==> config.mk <==
export PLATFORM = sky130hd
export DESIGN_NAME = key_debounce_multi
export DESIGN_NICKNAME = d
export VERILOG_FILES = /design/src/rtl/key_pkg.sv /design/src/rtl/key_channel.sv /design/src/rtl/key_debounce_multi.sv
export SDC_FILE = /design/constraint.sdc
export NUM_CORES = 1
export LEC_CHECK = 0
export CAP_MARGIN = 40
export CORE_AREA = 3 3 88 90
export DETAILED_ROUTE_END_ITERATION = 7
export DIE_AREA = 0 0 91 93
export PLACE_DENSITY = 0.79
export SLEW_MARGIN = 20
export SYNTH_ARGS = -nofsm -noshare
export SYNTH_HDL_FRONTEND = slang
export SYNTH_SLANG_ARGS = --single-unit
==> constraint.sdc <==
create_clock -name clk -period 2.6 [get_ports clk]
set_input_delay 0.26 -clock clk [delete_from_list [all_inputs] [get_ports clk]]
set_output_delay 0.26 -clock clk [all_outputs]
set_load 0.02 [all_outputs]
==> src/rtl/key_pkg.sv <==
// Shared definitions for the multi-channel key debouncer:
// repeat FSM encoding, key polarity and a small sizing helper.
package key_pkg;

    // Per-channel auto-repeat state.
    typedef enum logic [1:0] {
        RELEASED = 2'd0,
        HELD     = 2'd1,
        REPEAT   = 2'd2
    } rep_state_e;

    // Internal meaning of a debounced level of 1.
    localparam logic KEY_PRESSED = 1'b1;

    function automatic int max_int(input int a, input int b);
        return (a > b) ? a : b;
    endfunction

endpackage

==> src/rtl/key_channel.sv <==
// One debounce channel: stability counter, debounced level,
// press/release pulses and the auto-repeat FSM.
module key_channel
    import key_pkg::*;
#(
    parameter int STABLE_CNT  = 3,
    parameter int REPEAT_DLY  = 50,
    parameter int REPEAT_RATE = 10
) (
    input  logic clk,
    input  logic clr_n,
    input  logic tick_i,
    input  logic sample_i,
    output logic level_o,
    output logic press_o,
    output logic release_o,
    output logic repeat_o
);

    localparam int SW   = $clog2(STABLE_CNT + 1);
    localparam int RMAX = max_int(REPEAT_DLY, REPEAT_RATE);
    localparam int RW   = $clog2(RMAX + 1);

    rep_state_e    state_q, state_d;
    logic [SW-1:0] stab_q, stab_d, stab_inc;
    logic [RW-1:0] rcnt_q, rcnt_d, rcnt_inc;
    logic          level_q, level_d;
    logic          press_q, press_d;
    logic          rel_q, rel_d;
    logic          rep_q, rep_d;
    logic          acc_press, acc_rel;

    assign stab_inc = stab_q + SW'(1);
    assign rcnt_inc = rcnt_q + RW'(1);

    // Debounce: count disagreeing ticks, toggle the level on a full run.
    always_comb begin
        stab_d    = stab_q;
        level_d   = level_q;
        press_d   = 1'b0;
        rel_d     = 1'b0;
        acc_press = 1'b0;
        acc_rel   = 1'b0;
        if (tick_i) begin
            if (sample_i == level_q) begin
                stab_d = '0;
            end else if (stab_inc == SW'(STABLE_CNT)) begin
                stab_d  = '0;
                level_d = ~level_q;
                if (~level_q == KEY_PRESSED) begin
                    press_d   = 1'b1;
                    acc_press = 1'b1;
                end else begin
                    rel_d   = 1'b1;
                    acc_rel = 1'b1;
                end
            end else begin
                stab_d = stab_inc;
            end
        end
    end

    // Repeat FSM: a release always wins over a due repeat pulse.
    always_comb begin
        state_d = state_q;
        rcnt_d  = rcnt_q;
        rep_d   = 1'b0;
        unique case (state_q)
            RELEASED: begin
                if (acc_press) begin
                    state_d = HELD;
                    rcnt_d  = '0;
                end
            end
            HELD: begin
                if (acc_rel) begin
                    state_d = RELEASED;
                    rcnt_d  = '0;
                end else if (tick_i && (REPEAT_DLY != 0)) begin
                    if (rcnt_inc == RW'(REPEAT_DLY)) begin
                        rep_d   = 1'b1;
                        rcnt_d  = '0;
                        state_d = REPEAT;
                    end else begin
                        rcnt_d = rcnt_inc;
                    end
                end
            end
            REPEAT: begin
                if (acc_rel) begin
                    state_d = RELEASED;
                    rcnt_d  = '0;
                end else if (tick_i) begin
                    if (rcnt_inc == RW'(REPEAT_RATE)) begin
                        rep_d  = 1'b1;
                        rcnt_d = '0;
                    end else begin
                        rcnt_d = rcnt_inc;
                    end
                end
            end
            default: begin
                state_d = RELEASED;
                rcnt_d  = '0;
            end
        endcase
    end

    // Channel state and registered outputs.
    always_ff @(posedge clk or negedge clr_n) begin
        if (!clr_n) begin
            state_q <= RELEASED;
            stab_q  <= '0;
            rcnt_q  <= '0;
            level_q <= 1'b0;
            press_q <= 1'b0;
            rel_q   <= 1'b0;
            rep_q   <= 1'b0;
        end else begin
            state_q <= state_d;
            stab_q  <= stab_d;
            rcnt_q  <= rcnt_d;
            level_q <= level_d;
            press_q <= press_d;
            rel_q   <= rel_d;
            rep_q   <= rep_d;
        end
    end

    assign level_o   = level_q;
    assign press_o   = press_q;
    assign release_o = rel_q;
    assign repeat_o  = rep_q;

endmodule

==> src/rtl/key_debounce_multi.sv <==
// Multi-key debouncer top: input synchronisers, shared sample
// tick divider and one key_channel per key.
module key_debounce_multi
    import key_pkg::*;
#(
    parameter int N_KEYS        = 4,
    parameter int CLK_DIV       = 10,
    parameter int STABLE_CNT    = 3,
    parameter int REPEAT_DLY    = 50,
    parameter int REPEAT_RATE   = 10,
    parameter int ACTIVE_LOW_IN = 0
) (
    input  logic              clk,
    input  logic              clr_n,
    input  logic [N_KEYS-1:0] key_in,
    output logic [N_KEYS-1:0] key_level,
    output logic [N_KEYS-1:0] key_press,
    output logic [N_KEYS-1:0] key_release,
    output logic [N_KEYS-1:0] key_repeat,
    output logic              key_any
);

    localparam int TW = $clog2(CLK_DIV + 1);
    localparam logic [N_KEYS-1:0] INV_MASK =
        (ACTIVE_LOW_IN != 0) ? {N_KEYS{1'b1}} : {N_KEYS{1'b0}};

    logic [TW-1:0]     div_q, div_d;
    logic              tick;
    logic [N_KEYS-1:0] sync1_q, sync2_q;

    assign tick = (div_q == TW'(CLK_DIV - 1));

    // Divider wraps at CLK_DIV-1 so tick is a one-cycle enable.
    always_comb begin
        div_d = div_q + TW'(1);
        if (tick) begin
            div_d = '0;
        end
    end

    // Tick counter and 2-FF synchronisers (polarity fixed up front).
    always_ff @(posedge clk or negedge clr_n) begin
        if (!clr_n) begin
            div_q   <= '0;
            sync1_q <= '0;
            sync2_q <= '0;
        end else begin
            div_q   <= div_d;
            sync1_q <= key_in ^ INV_MASK;
            sync2_q <= sync1_q;
        end
    end

    for (genvar i = 0; i < N_KEYS; i++) begin : g_ch
        key_channel #(
            .STABLE_CNT (STABLE_CNT),
            .REPEAT_DLY (REPEAT_DLY),
            .REPEAT_RATE(REPEAT_RATE)
        ) u_ch (
            .clk      (clk),
            .clr_n    (clr_n),
            .tick_i   (tick),
            .sample_i (sync2_q[i]),
            .level_o  (key_level[i]),
            .press_o  (key_press[i]),
            .release_o(key_release[i]),
            .repeat_o (key_repeat[i])
        );
    end

    assign key_any = |key_level;

endmodule

==> reports/qor.yml <==
status: "finished clean"
tightest_slew_ns: 0.7034
rows: 31
finalPower_w: 0.003151
root_buffer: "clkbuf_8"
vias_per_cell: 5.791
leakage_nw: 2.031
largest_register: "g_ch.u_ch.rcnt_q"
multi_input_area_mm2: 0.002225
clock_path_buffers: 2
drive_gt1_frac: 0.1097
ys_seq_area_frac: 0.4021
routedWlPerCell_um: 14.01
grt_max_degree: 41
io_buffers: 22
cts_setup_buffers: 0
clock_sink_count: 68
totalWireLength_mm: 7.901
period_share: 0.9138
fillers: 589
fin_crit_ns: 2.376
instances_no_fill: 564
critPathArrivalTime_ns: 2.60
drc: 0
cts_resized: 0
powerDensity_mw_per_mm2: 679.1
fmax_mhz: 420.9
start_util: 0.5929
largestRegisters: "g_ch.u_ch.rcnt_q (24), g_ch.u_ch.stab_q (8), g_ch.u_ch.state_q (8)"
crit_type: "flip-flop to flip-flop"
final_common_cell: "dfrtp_1"
insertedDiodeCount: 0
required_ns: 2.83
hold_violations: 0
ys_ff_latch: 68
cts_tree: "done"
overflow: 0
final_nets: 486
maxSlewViolCount: 0
syn_area_mm2: 0.004232
htreeDepth: 3
drv_cap: 0
antenna_found_initial: 0
postRouteAntennaNets: 0
seq_area_mm2: 0.001702
async_flop_share: 1.000
die_area_mm2: 0.008463
die_h_um: 93
yosysWarnings: 0
firstDrtPassIters: 5
slew-limit-headroom: 0.5311
grt_pass1_wl_mm: 13.72
finClkSkew_ns: 0.009846
die_width_um: 91
avgSynthCellArea_um2: 9.383
max-vdd-ir-drop_mv: 0.4000
final_cell_mix: "68 x dfrtp_1, 52 x nand2_1, 27 x inv_1, 23 x nor3_1, 21 x clkdlybuf4s50_1"
fin_tns_setup_ns: 0
io_pins: 23
synth_ff_type: "dfrtp_1"
syn_to_final_growth_pct: 9.669
track_usage: 0.1967
synth.distinct_cells: 83
place_congestion: 0.8930
dp_hpwl_mm: 5.723
syn_inst: 451
numCtsBuffers: 9
worstPathMaxFanout: 9
dpl.cell_count: 547
drt-initial-drc-count: 140
min_path_type: "flip-flop to flip-flop"
clk_latency_ns: 0.34
synth_edf_count: 0
grt_setup_unrepaired: "false"
end_kind: "flip-flop"
synth_nets: 477
start_kind: "flip-flop"
grt_pass1_vias: 3091
largest_register_ffs: 24
clkTransAtPathRegs_ns: 0.08
setup-violations-final: 0
hold_buffers: 1
core_mm2: 0.007137
routed-via-count: 3266
==> power by group <==
part           internal [W]  switching [W]  total (W)
registers           0.00115       0.000118    0.00127
logic              0.000409       0.000589   0.000998
clock network      0.000493       0.000393   0.000885
==> layer usage <==
layer	up-vias	global-route usage	wire length (um)
li1	1635	-	-
met1	1557	0.2631	3779
met2	66	0.3151	3754
met3	8	0.03298	256
met4	0	0.08920	110
met5	-	0	0
==> cells in the mapped netlist (all sizes together) (7+ instances only) <==
master  number  area share
mux2         9       0.024
dfrtp       68        0.40
nor3        23       0.027
ha          20       0.059
buf         25       0.042
nand3       11       0.014
o21ai       29       0.038
nand2b       9       0.013
or2          8       0.012
nand2       55       0.052
a21oi       16       0.020
a22o         7       0.014
nand3b       8       0.014
nor2        16       0.014
nor2b        8       0.012
inv         28       0.025
==> final timing paths <==
kind / start / endpoint / slack (ns) / cells past startpoint
setup / recovery: g_ch[1].u_ch.rcnt_q[0] / g_ch[1].u_ch.state_q[0] / 0.22 / 7
hold / removal: sync1_q[2] / sync2_q[2] / 0.35 / 0
setup reg to reg: g_ch[1].u_ch.rcnt_q[0] / g_ch[1].u_ch.state_q[0] / 0.22 / 7
hold reg to reg: sync1_q[2] / sync2_q[2] / 0.35 / 0
max in group asynchronous: clr_n / g_ch[0].u_ch.stab_q[1] / 1.44 / 3
min in group asynchronous: clr_n / g_ch[3].u_ch.state_q[1] / 0.51 / 2
==> kinds of logic (layout without fill, tap and decap cells) <==
| kind of cell | Yosys count | after routing | share of synthesized area |
|---|---|---|---|
| adder cells (fa/ha/maj) | 20 | 20 | 0.05914 |
| XOR/XNOR | 4 | 4 | 0.008281 |
| AND/OR/NAND/NOR | 176 | 176 | 0.2324 |
| flip-flops | 68 | 68 | 0.4021 |
| buffers and inverters | 59 | 73 | 0.07215 |
| multiplexers | 11 | 11 | 0.02868 |
| AO/OA/AOI/OAI | 113 | 113 | 0.1972 |
==> critical path: stages, from the launching register on <==
cell and delay (ns):
dfrtp_1 0.47, ha_1 0.25, or3b_1 0.39, a21oi_2 0.17, o211ai_1 0.16, a211oi_1 0.36
a21o_1 0.14, mux2_1 0.32
==> stage by stage <==
step                area [um2]  utilization  setup WS, ns  hold slack (ns)
CTS                       4641       0.6502        0.2421           0.3382
floorplan                 4232            -        0.3147         -0.03559
global route              4641       0.6502       0.09273           0.3430
detailed placement        4428       0.6204        0.2524           0.3426
global placement          4428       0.6204        0.3498           0.3331
finish                    4641       0.6502        0.2241           0.3529
==> cell type report <==
cell class | count | area share
tap | 99 | 0.02669
inverter | 28 | 0.02265
sequential | 68 | 0.3667
multi-input combinational | 324 | 0.4794
timing repair buffer | 29 | 0.06093
clock inverter | 4 | 0.01025
clock buffer | 12 | 0.03343
No activity file was read; power rests on OpenSTA's default activity.
